**config.mk**
```make
export PLATFORM = sky130hd
export DESIGN_NAME = keypad_scanner_flat
export DESIGN_NICKNAME = d
export VERILOG_FILES = /design/src/rtl/keypad_if.sv /design/src/rtl/keypad_scanner.sv /design/src/flat_wrapper.sv
export SDC_FILE = /design/constraint.sdc
export NUM_CORES = 1
export LEC_CHECK = 0
export CAP_MARGIN = 10
export CORE_ASPECT_RATIO = 1.2
export CORE_MARGIN = 2
export CORE_UTILIZATION = 45
export CTS_BUF_LIST = sky130_fd_sc_hd__clkbuf_16
export DETAILED_ROUTE_END_ITERATION = 6
export SYNTH_ARGS = -nofsm -noshare
export SYNTH_HDL_FRONTEND = slang
export SYNTH_SLANG_ARGS = --single-unit
```
**constraint.sdc**
```tcl
create_clock -name clk -period 4.1 [get_ports clk]
set_input_delay 0.615 -clock clk [delete_from_list [all_inputs] [get_ports clk]]
set_output_delay 0.615 -clock clk [all_outputs]
set_load 0.01 [all_outputs]
```
**src/rtl/keypad_if.sv**
```systemverilog
// Keypad matrix interface: column strobes out, row returns in, plus key event outputs.
interface keypad_if;
  logic [3:0] row;
  logic [3:0] col;
  logic [3:0] key_code;
  logic       key_valid;
  logic       key_down;

  // Scanner side: drives the matrix columns and reports key events.
  modport master (
    input  row,
    output col,
    output key_code,
    output key_valid,
    output key_down
  );

  // Consumer/matrix side: returns rows and observes key events.
  modport slave (
    output row,
    input  col,
    input  key_code,
    input  key_valid,
    input  key_down
  );
endinterface

```
**src/rtl/keypad_scanner.sv**
```systemverilog
// 4x4 keypad scanner: walks active-low column strobes, debounces the active-low
// row returns and reports one registered key event per physical press.
module keypad_scanner #(
  parameter int unsigned SCAN_DIV     = 50000,
  parameter int unsigned DEBOUNCE_CNT = 500000
) (
  input  logic     clk,
  input  logic     clr,
  keypad_if.master kp
);

  localparam int unsigned DIV_W = (SCAN_DIV > 2) ? $clog2(SCAN_DIV) : 1;
  localparam int unsigned DB_W  = (DEBOUNCE_CNT > 2) ? $clog2(DEBOUNCE_CNT) : 1;

  localparam logic [DIV_W-1:0] DIV_LAST = DIV_W'(SCAN_DIV - 1);
  localparam logic [DB_W-1:0]  DB_LAST  = DB_W'(DEBOUNCE_CNT - 1);

  localparam logic [1:0] SCAN       = 2'd0;
  localparam logic [1:0] PRESS_DB   = 2'd1;
  localparam logic [1:0] HELD       = 2'd2;
  localparam logic [1:0] RELEASE_DB = 2'd3;

  logic [1:0]       state, state_nxt;
  logic [1:0]       col_idx, col_idx_nxt;
  logic [1:0]       row_idx, row_idx_nxt;
  logic [DIV_W-1:0] div_cnt, div_cnt_nxt;
  logic [DB_W-1:0]  db_cnt, db_cnt_nxt;
  logic [3:0]       code, code_nxt;
  logic             valid, valid_nxt;
  logic             down, down_nxt;
  logic [3:0]       col_drv;
  logic [3:0]       rs_meta, rs;
  logic [1:0]       low_row;
  logic             row_low;

  assign kp.col       = col_drv;
  assign kp.key_code  = code;
  assign kp.key_valid = valid;
  assign kp.key_down  = down;

  // Tracked row still pressed (rows are active-low).
  assign row_low = ~rs[row_idx];

  // Lowest-numbered low row in the synchronized returns.
  always_comb begin
    low_row = 2'd0;
    for (int i = 3; i >= 0; i--) begin
      if (!rs[i]) low_row = 2'(i);
    end
  end

  // Next-state and next-output logic for the scan/debounce FSM.
  always_comb begin
    state_nxt   = state;
    col_idx_nxt = col_idx;
    row_idx_nxt = row_idx;
    div_cnt_nxt = div_cnt;
    db_cnt_nxt  = db_cnt;
    code_nxt    = code;
    valid_nxt   = 1'b0;
    down_nxt    = down;

    case (state)
      SCAN: begin
        if (div_cnt == DIV_LAST) begin
          if (rs != 4'b1111) begin
            row_idx_nxt = low_row;
            db_cnt_nxt  = '0;
            div_cnt_nxt = '0;
            state_nxt   = PRESS_DB;
          end else begin
            col_idx_nxt = col_idx + 2'd1;
            div_cnt_nxt = '0;
          end
        end else begin
          div_cnt_nxt = div_cnt + DIV_W'(1);
        end
      end

      PRESS_DB: begin
        if (!row_low) begin
          // Bounce: drop the candidate and move on to the next column.
          state_nxt   = SCAN;
          col_idx_nxt = col_idx + 2'd1;
          div_cnt_nxt = '0;
          db_cnt_nxt  = '0;
        end else if (db_cnt == DB_LAST) begin
          state_nxt  = HELD;
          db_cnt_nxt = '0;
          valid_nxt  = 1'b1;
          code_nxt   = {row_idx, col_idx};
          down_nxt   = 1'b1;
        end else begin
          db_cnt_nxt = db_cnt + DB_W'(1);
        end
      end

      HELD: begin
        if (!row_low) begin
          db_cnt_nxt = '0;
          state_nxt  = RELEASE_DB;
        end
      end

      RELEASE_DB: begin
        if (row_low) begin
          // Release glitch: key is still considered down.
          db_cnt_nxt = '0;
          state_nxt  = HELD;
        end else if (db_cnt == DB_LAST) begin
          state_nxt   = SCAN;
          down_nxt    = 1'b0;
          col_idx_nxt = col_idx + 2'd1;
          div_cnt_nxt = '0;
          db_cnt_nxt  = '0;
        end else begin
          db_cnt_nxt = db_cnt + DB_W'(1);
        end
      end

      default: begin
        state_nxt   = SCAN;
        col_idx_nxt = 2'd0;
        div_cnt_nxt = '0;
        db_cnt_nxt  = '0;
      end
    endcase
  end

  // State, counters, synchronizer and registered outputs.
  always_ff @(posedge clk) begin
    if (clr) begin
      state   <= SCAN;
      col_idx <= 2'd0;
      row_idx <= 2'd0;
      div_cnt <= '0;
      db_cnt  <= '0;
      code    <= 4'd0;
      valid   <= 1'b0;
      down    <= 1'b0;
      col_drv <= 4'b1110;
      rs_meta <= 4'b1111;
      rs      <= 4'b1111;
    end else begin
      state   <= state_nxt;
      col_idx <= col_idx_nxt;
      row_idx <= row_idx_nxt;
      div_cnt <= div_cnt_nxt;
      db_cnt  <= db_cnt_nxt;
      code    <= code_nxt;
      valid   <= valid_nxt;
      down    <= down_nxt;
      col_drv <= ~(4'b0001 << col_idx_nxt);
      rs_meta <= kp.row;
      rs      <= rs_meta;
    end
  end

endmodule

```
**src/flat_wrapper.sv**
```systemverilog
// flat-port wrapper written by rule: the top's interface ports become plain ports
module keypad_scanner_flat 
#(
  parameter int unsigned SCAN_DIV     = 50000,
  parameter int unsigned DEBOUNCE_CNT = 500000
)
  (clk, clr, kp_row, kp_col, kp_key_code, kp_key_valid, kp_key_down);
  keypad_if kp_i ();
  input  logic clk;
  input  logic clr;
  input wire logic [$bits(kp_i.row)-1:0] kp_row;
  output wire logic [$bits(kp_i.col)-1:0] kp_col;
  output wire logic [$bits(kp_i.key_code)-1:0] kp_key_code;
  output wire logic [$bits(kp_i.key_valid)-1:0] kp_key_valid;
  output wire logic [$bits(kp_i.key_down)-1:0] kp_key_down;
  assign kp_i.row = kp_row;
  assign kp_col = kp_i.col;
  assign kp_key_code = kp_i.key_code;
  assign kp_key_valid = kp_i.key_valid;
  assign kp_key_down = kp_i.key_down;
  keypad_scanner #(.SCAN_DIV(SCAN_DIV), .DEBOUNCE_CNT(DEBOUNCE_CNT)) u_core (.clk(clk), .clr(clr), .kp(kp_i));
endmodule
```
==> results of run 1 <==
[layout make-up]
type                            instances  share of cell area (%)
Timing Repair Buffer                   18                   4.700
Sequential cell                        59                   32.15
Clock inverter                          7                   2.725
Inverter                               12                   1.226
Clock buffer                            9                   6.131
Multi-Input combinational cell        272                   50.10
Tap cell                               87                   2.963
[cell usage in the layout, fill, tap and decap left out, types with 4 or more instances in the layout]
cell type / count
nand2_1: 21
a211oi_1: 4
nor4_1: 5
nor4b_1: 4
nand3_1: 19
o21ai_0: 17
ha_1: 6
a21oi_2: 10
dfxtp_1: 59
o31ai_1: 9
inv_1: 12
clkbuf_16: 9
nor2_1: 21
mux2i_1: 6
clkdlybuf4s50_1: 15
nor3_1: 10
and3_1: 7
or2_2: 12
nand4_1: 9
xor2_1: 7
or3_1: 14
a21oi_1: 17
or4_1: 17
[sequential cells by signal, summed over array words and instances (netlist names), 2 cells and up, named ones only]
| signal | flops |
|---|---|
| u_core.db_cnt | 19 |
| u_core.kp.col | 4 |
| u_core.div_cnt | 16 |
| u_core.col_idx | 2 |
| u_core.rs_meta | 4 |
| u_core.kp.key_code | 4 |
| u_core.row_idx | 2 |
| u_core.rs | 4 |
[cells by family (layout without fill, tap and decap cells)]
kind of cell / count (synthesis) / after routing / synth area share, %
fa+ha+maj: 6 / 6 / 2.356
compound gates: 84 / 84 / 18.96
xor+xnor: 9 / 9 / 2.474
mux: 7 / 7 / 2.591
buf+inv: 32 / 46 / 5.183
flops: 59 / 59 / 37.06
simple gates: 166 / 166 / 31.37
[routing by layer]
layer  up-vias  track usage (%)  share of wire [%]  routed length, µm
met1      1268            25.74                 46               3292
li1       1396                -                  -                  -
met2        52            33.20                 49               3518
met3         8            4.221                3.8                276
met5         -                0                  0                  0
met4         0            7.627                1.5                108
[worst max-delay path by stage]
stage,depth (start not counted),slack (ps),end
6_report,5,1210,u_core.div_cnt[10]
3_5_place_dp,6,1240,u_core.div_cnt[10]
3_3_place_gp,5,1300,u_core.div_cnt[10]
5_1_grt,6,960,u_core.div_cnt[10]
4_1_cts,5,1230,u_core.div_cnt[10]
2_1_floorplan,6,1780,u_core.div_cnt[8]
[critical path, delay by kind of cell (launching register included)]
family           cells  cell delay, ps
AO/OA/AOI/OAI        3            1480
AND/OR/NAND/NOR      2             860
flip-flops           1             400
[report_power, final]
part	total (W)	switching, W	internal (W)
sequential	0.000586	0.00000487	0.000581
combinational	0.0000438	0.0000261	0.0000177
clock	0.000811	0.000275	0.000536
total	0.00144	0.000306	0.00114
[through the flow]
| stage | util (%) | cells | hold slack (ps) | area (µm²) |
|---|---|---|---|---|
| 3_3_place_gp | 48.85 | 448 | 392.7 | 3348 |
| 5_1_grt | 53.60 | 464 | 427.4 | 3674 |
| 2_1_floorplan | - | 363 | 389.5 | 3187 |
| 6_report | 53.60 | 464 | 407.0 | 3674 |
| 3_5_place_dp | 48.85 | 448 | 392.3 | 3348 |
| 4_1_cts | 53.60 | 464 | 406.4 | 3674 |
==> tab_implementation.tex, run 1 <==
\begin{tabular}{lr}
\hline
Metric & Value \\
\hline
\multicolumn{2}{l}{\textbf{Yosys}} \\
\quad Ranking of synthesized cells by area & dfxtp\_1 37\%, or4\_1 4.0\%, nand3\_1 3.0\%, a21oi\_2 2.7\%, or3\_1 2.7\% \\
\quad Async SR Flop Fraction & 0\% \\
\quad Commonest cells in the netlist & 59 x dfxtp\_1, 21 x nand2\_1, 21 x nor2\_1 \\
\quad Number of warnings issued by yosys & 0 \\
\quad Top-count cell post-synth & dfxtp\_1 \\
\quad Syn Inst Count & approximately 360 \\
\quad Mean instance size in the synthesized netlist & 8.779 µm² \\
\quad Number of enable flip-flop cells after synthesis & 0 \\
\quad Largest area contributor in the synthesized netlist & dfxtp\_1 \\
\quad Mapped Nets & 375 \\
\quad Number of distinct library cells after synthesis & 62 \\
\quad Dominant register cell in the synthesized netlist & dfxtp\_1 \\
\quad Area share of the largest cell type after synthesis & 37.06\% \\
\quad Cell area after technology mapping & 3187 µm² \\
\quad Flip-flop and latch count after synthesis & 59 \\
\quad Fraction of the yosys area taken by sequential cells & 37.06\% \\
\multicolumn{2}{l}{\textbf{Finish}} \\
\quad Fraction of final layout cells sized beyond drive strength 1 & between 10\% and 20\% \\
\quad Area added between synthesis and finish & 15.27\% \\
\quad Number of nets at the end of the flow & 384 \\
\quad Sequential cell area & roughly 1200 µm² \\
\quad Footprint of the multi-input gates & 1841 µm² \\
\quad Number of inserted diodes & 0 \\
\quad Fill cell count & 633 \\
\multicolumn{2}{l}{\textbf{Clock network}} \\
\quad CTS Buf Count & 9 \\
\quad Clock Sinks & 59 \\
\quad Clk slew on worst S/H paths & 60 ps \\
\quad Clock tree root buffer cell & clkbuf\_16 \\
\quad CTS tree & built \\
\quad Htree depth & 3 \\
\quad Skew-Pair Late Insertion Delay & 320 ps \\
\quad Post-CTS Resized & 0 \\
\quad Setup Buffers After CTS & 0 \\
\quad Clock Path Buffers & 2 \\
\quad CTS hold repair buffers & 0 \\
\multicolumn{2}{l}{\textbf{Worst setup path}} \\
\quad Worst stage delay on the critical path & 710 ps \\
\quad Type of element launching the critical path & flop \\
\quad Data arrival at the endpoint of the critical path & about 3000 ps \\
\quad Startpoint of the most critical register-to-register path & u\_core.db\_cnt[13] \\
\quad Maximum fanout count along the critical path & 31 \\
\quad Worst reg2reg path depth & 5 \\
\quad Slowest library cell on the worst path & o211ai\_4 \\
\quad Worst Setup SP & u\_core.db\_cnt[13] \\
\quad FF-to-FF setup slack & roughly 1200 ps \\
\quad R2R Path End & u\_core.div\_cnt[10] \\
\quad CP Data Required Time & 4280 ps \\
\quad Cell breakdown of the critical path & nor4b\_1 > nand3\_1 > o21a\_1 > o211ai\_4 > o21ai\_0 \\
\quad Class of the most critical setup path & flop to flop \\
\quad Sort of element at the end of the critical path & flop \\
\multicolumn{2}{l}{\textbf{Floorplan}} \\
\quad Starting Density & around 46\% \\
\quad Floorplan Core Area & between 6000 and 7000 µm² \\
\quad Count of standard-cell rows & 33 \\
\quad Boundary pin count & 16 \\
\quad Die area & 7774 µm² \\
\quad Overall die height & slightly below 100 µm \\
\quad DIE WIDTH & 80.82 µm \\
\multicolumn{2}{l}{\textbf{Place}} \\
\quad IO Port Bufs & 15 \\
\quad Global placement routability congestion & 0.7823 \\
\quad Worst setup slack after placement & between 1000 and 1500 ps \\
\quad HPWL after detailed placement & 4.924 mm \\
\multicolumn{2}{l}{\textbf{Outcome}} \\
\quad Status & completed \\
\multicolumn{2}{l}{\textbf{STA}} \\
\quad Clock tree skew after final layout & 7.010 ps \\
\quad Fin crit period & 2885 ps \\
\quad Pins Over Slew Limit & 0 \\
\quad \# setup viols final & 0 \\
\quad Final Hold Fails & 0 \\
\quad Setup tns final & 0 ps \\
\quad Max Clk Rate & between 300 and 400 MHz \\
\quad Unrepaired setup endpoints after global routing & no \\
\quad Worst-margin pin slew & around 930 ps \\
\quad Crit share post-route & about 70\% \\
\quad Worst rel slew slack & 37.70\% \\
\quad Worst Setup Slack, final & around 1200 ps \\
\multicolumn{2}{l}{\textbf{Pwr}} \\
\quad Worst VDD drop & about 0.00027 V \\
\quad Power density over the cells & 392.2 nW/µm² \\
\quad P\_leak & 1.249 nW \\
\quad PnR Total Power & around 0.0014 W \\
\multicolumn{2}{l}{\textbf{Global routing}} \\
\quad Antenna violations before repair & 0 \\
\quad Pin count of the biggest net entering global routing & 32 \\
\quad Global-route wire length before repair & 12.05 mm \\
\quad Overflow left after global routing & 0 \\
\quad Via count of the first global-routing pass & between 2k and 3k \\
\quad GRT Util Overall & 20.13\% \\
\multicolumn{2}{l}{\textbf{Drt}} \\
\quad Via count & approximately 2.7k \\
\quad Violation count after the first detailed-routing iteration & 159 \\
\quad Antenna viol nets, final & 0 \\
\quad Average wire length per cell after detail routing & 15.51 µm \\
\quad Average vias per placed instance & 5.871 \\
\quad Sum of routed wire length over all layers & 7.196 mm \\
\quad Drc violations & 0 \\
\quad First-pass detailed-route iteration total & 4 \\
\multicolumn{2}{l}{\textbf{Min path}} \\
\quad Hold Path Depth & 1 \\
\quad Worst hold start & u\_core.rs\_meta[3] \\
\quad Min-delay worst type & flop to flop \\
\quad Endpoint with the worst hold slack & u\_core.rs[3] \\
\multicolumn{2}{l}{\textbf{Job}} \\
\quad Max Cap Viol & 0 \\
\hline
\end{tabular}
(Power assumes the default switching activity.)
==> inputs of run 2 (changes only) <==
Clock period 4.1 ns to 2.5 ns, I/O delays scaled along.
==> run 2 against run 1 <==
- design area rose by 6.3%
- sequential cell count did not move
- worst setup slack got worse by 1100 ps
==> tab_implementation.tex, run 2 (same netlist as run 1, synthesis figures left out) <==
\begin{tabular}{lr}
\hline
Metric & Value \\
\hline
\multicolumn{2}{l}{\textbf{Global routing}} \\
\quad Overflow left after global routing & 0 \\
\quad Pin count of the biggest net entering global routing & 32 \\
\quad Global-route wire length before repair & roughly 13 mm \\
\quad GRT Util Overall & around a fifth \\
\quad Antenna violations before repair & 0 \\
\quad Via count of the first global-routing pass & 2669 \\
\multicolumn{2}{l}{\textbf{STA}} \\
\quad Fin crit period & $\sim$2400 ps \\
\quad Clock tree skew after final layout & 7.754 ps \\
\quad Worst-margin pin slew & $\sim$600 ps \\
\quad Crit share post-route & 96.06\% \\
\quad \# setup viols final & 0 \\
\quad Worst rel slew slack & between 50\% and 60\% \\
\quad Final Hold Fails & 0 \\
\quad Setup tns final & 0 ps \\
\quad Worst Setup Slack, final & $\sim$99 ps \\
\quad Pins Over Slew Limit & 0 \\
\quad Unrepaired setup endpoints after global routing & no \\
\quad Max Clk Rate & 416.4 MHz \\
\multicolumn{2}{l}{\textbf{Clock network}} \\
\quad CTS Buf Count & 9 \\
\quad CTS tree & built \\
\quad Clock tree root buffer cell & clkbuf\_16 \\
\quad Htree depth & 3 \\
\quad Clock Sinks & just under 60 \\
\quad Skew-Pair Late Insertion Delay & 330 ps \\
\quad Clk slew on worst S/H paths & 60 ps \\
\quad Clock Path Buffers & 2 \\
\quad CTS hold repair buffers & 0 \\
\multicolumn{2}{l}{\textbf{Place}} \\
\quad Worst setup slack after placement & approximately 100 ps \\
\quad IO Port Bufs & 15 \\
\quad HPWL after detailed placement & 5.378 mm \\
\quad Global placement routability congestion & 0.8565 \\
\multicolumn{2}{l}{\textbf{Worst setup path}} \\
\quad Maximum fanout count along the critical path & 8 \\
\quad Class of the most critical setup path & flop to flop \\
\quad Worst Setup SP & u\_core.div\_cnt[5] \\
\quad Worst reg2reg path depth & 6 \\
\quad Data arrival at the endpoint of the critical path & 2610 ps \\
\quad CP Data Required Time & between 2000 and 3000 ps \\
\quad Type of element launching the critical path & flop \\
\quad Capturing instance or port of the critical path & u\_core.div\_cnt[8] \\
\quad R2R Path End & u\_core.div\_cnt[8] \\
\quad FF-to-FF setup slack & 100 ps \\
\quad Sort of element at the end of the critical path & flop \\
\quad Startpoint of the most critical register-to-register path & u\_core.div\_cnt[5] \\
\multicolumn{2}{l}{\textbf{Pwr}} \\
\quad P\_leak & 1.379 nW \\
\quad Power density over the cells & 638.4 nW/µm² \\
\quad Worst VDD drop & 0.0004712 V \\
\multicolumn{2}{l}{\textbf{Drt}} \\
\quad Via count & 2859 \\
\quad Average vias per placed instance & 5.871 \\
\quad Antenna viol nets, final & 0 \\
\quad Sum of routed wire length over all layers & 7.618 mm \\
\quad Violation count after the first detailed-routing iteration & 203 \\
\quad Average wire length per cell after detail routing & 15.64 µm \\
\quad Drc violations & 0 \\
\quad First-pass detailed-route iteration total & 4 \\
\multicolumn{2}{l}{\textbf{Floorplan}} \\
\quad Floorplan Core Area & 6854 µm² \\
\quad Die area & 7774 µm² \\
\quad Overall die height & 96.19 µm \\
\quad DIE WIDTH & 80.82 µm \\
\quad Boundary pin count & 16 \\
\quad Starting Density & 46.50\% \\
\quad Count of standard-cell rows & 33 \\
\multicolumn{2}{l}{\textbf{Finish}} \\
\quad Flip-flop count of the largest register after layout & 19 \\
\quad Area added between synthesis and finish & 22.58\% \\
\quad Fill cell count & just over 600 \\
\quad Number of nets at the end of the flow & 407 \\
\quad Number of inserted diodes & 0 \\
\quad Highest-count cells in the layout ignoring fill and taps & 59 x dfxtp\_1, 23 x buf\_4, 21 x nor2\_1, 21 x nand2\_1, 19 x nand3\_1 \\
\quad Largest register by flop count & u\_core.db\_cnt \\
\quad Most common library cell in the layout ignoring fill and taps & dfxtp\_1 \\
\quad Fraction of final layout cells sized beyond drive strength 1 & 19.25\% \\
\quad Registers with the most flip-flops & u\_core.db\_cnt (19), u\_core.div\_cnt (16) \\
\multicolumn{2}{l}{\textbf{Job}} \\
\quad Max Cap Viol & 0 \\
\multicolumn{2}{l}{\textbf{Min path}} \\
\quad Min-delay worst type & flop to flop \\
\multicolumn{2}{l}{\textbf{Outcome}} \\
\quad Status & completed \\
\hline
\end{tabular}
[run 2: worst min path at each step]
stage / slack (ps) / cells after the start / from / endpoint
final: 410 / 1 / u_core.rs_meta[1] / u_core.rs[1]
after global routing: 420 / 1 / u_core.rs_meta[1] / u_core.rs[1]
after CTS: 410 / 1 / u_core.rs_meta[0] / u_core.rs[0]
after global placement: 390 / 1 / u_core.rs_meta[3] / u_core.rs[3]
after floorplan: 390 / 1 / u_core.rs_meta[0] / u_core.rs[0]
after detailed placement: 390 / 1 / u_core.rs_meta[0] / u_core.rs[0]
[run 2: stage by stage]
step	instances	cell area, µm²	utilization, %	total power (W)	hold WS, ps
2_1_floorplan	363	3187	-	0.001033	389.5
3_3_place_gp	470	3551	51.81	0.001065	391.2
3_5_place_dp	470	3551	51.81	0.001067	394.5
4_1_cts	486	3899	56.88	0.002506	408.3
5_1_grt	487	3906	56.99	0.002568	421.7
6_report	487	3906	56.99	0.002494	407.7
[run 2: layout make-up]
type | count | area, µm² | share of cell area [%]
repair buffers | 41 | 382.9 | 9.801
multi-input cells | 272 | 1841 | 47.12
clock inverters | 7 | 122.6 | 3.139
clock buffers | 9 | 225.2 | 5.766
flip-flops and latches | 59 | 1181 | 30.24
well taps | 87 | 108.9 | 2.787
inverters | 12 | 45.04 | 1.153
[run 2: power breakdown]
part           internal (W)  switching [W]
combinational     0.0000401      0.0000447
sequential         0.000953     0.00000796
clock              0.000980       0.000469
[run 2: what timing repair did]
action	4_1_cts	5_1_grt
setup endpoints to repair	0	7
resized for setup	0	1
setup buffers	0	1
[run 2: per-layer routing]
metal | vias to the layer above | wire length (µm) | share of wire, % | global-route usage (%)
met5 | - | 0 | 0 | 0
met4 | 0 | 116 | 1.5 | 7.062
met3 | 11 | 269 | 3.5 | 4.409
met2 | 54 | 3741 | 49 | 37.12
met1 | 1356 | 3491 | 46 | 26.17
li1 | 1438 | - | - | -
[run 2: critical path, cell delays in order, from the launching register on]
cell,delay [ps]
dfxtp_1,360
or4b_4,580
or4_4,550
or4_4,440
o211ai_4,140
buf_12,180
a21oi_2,30
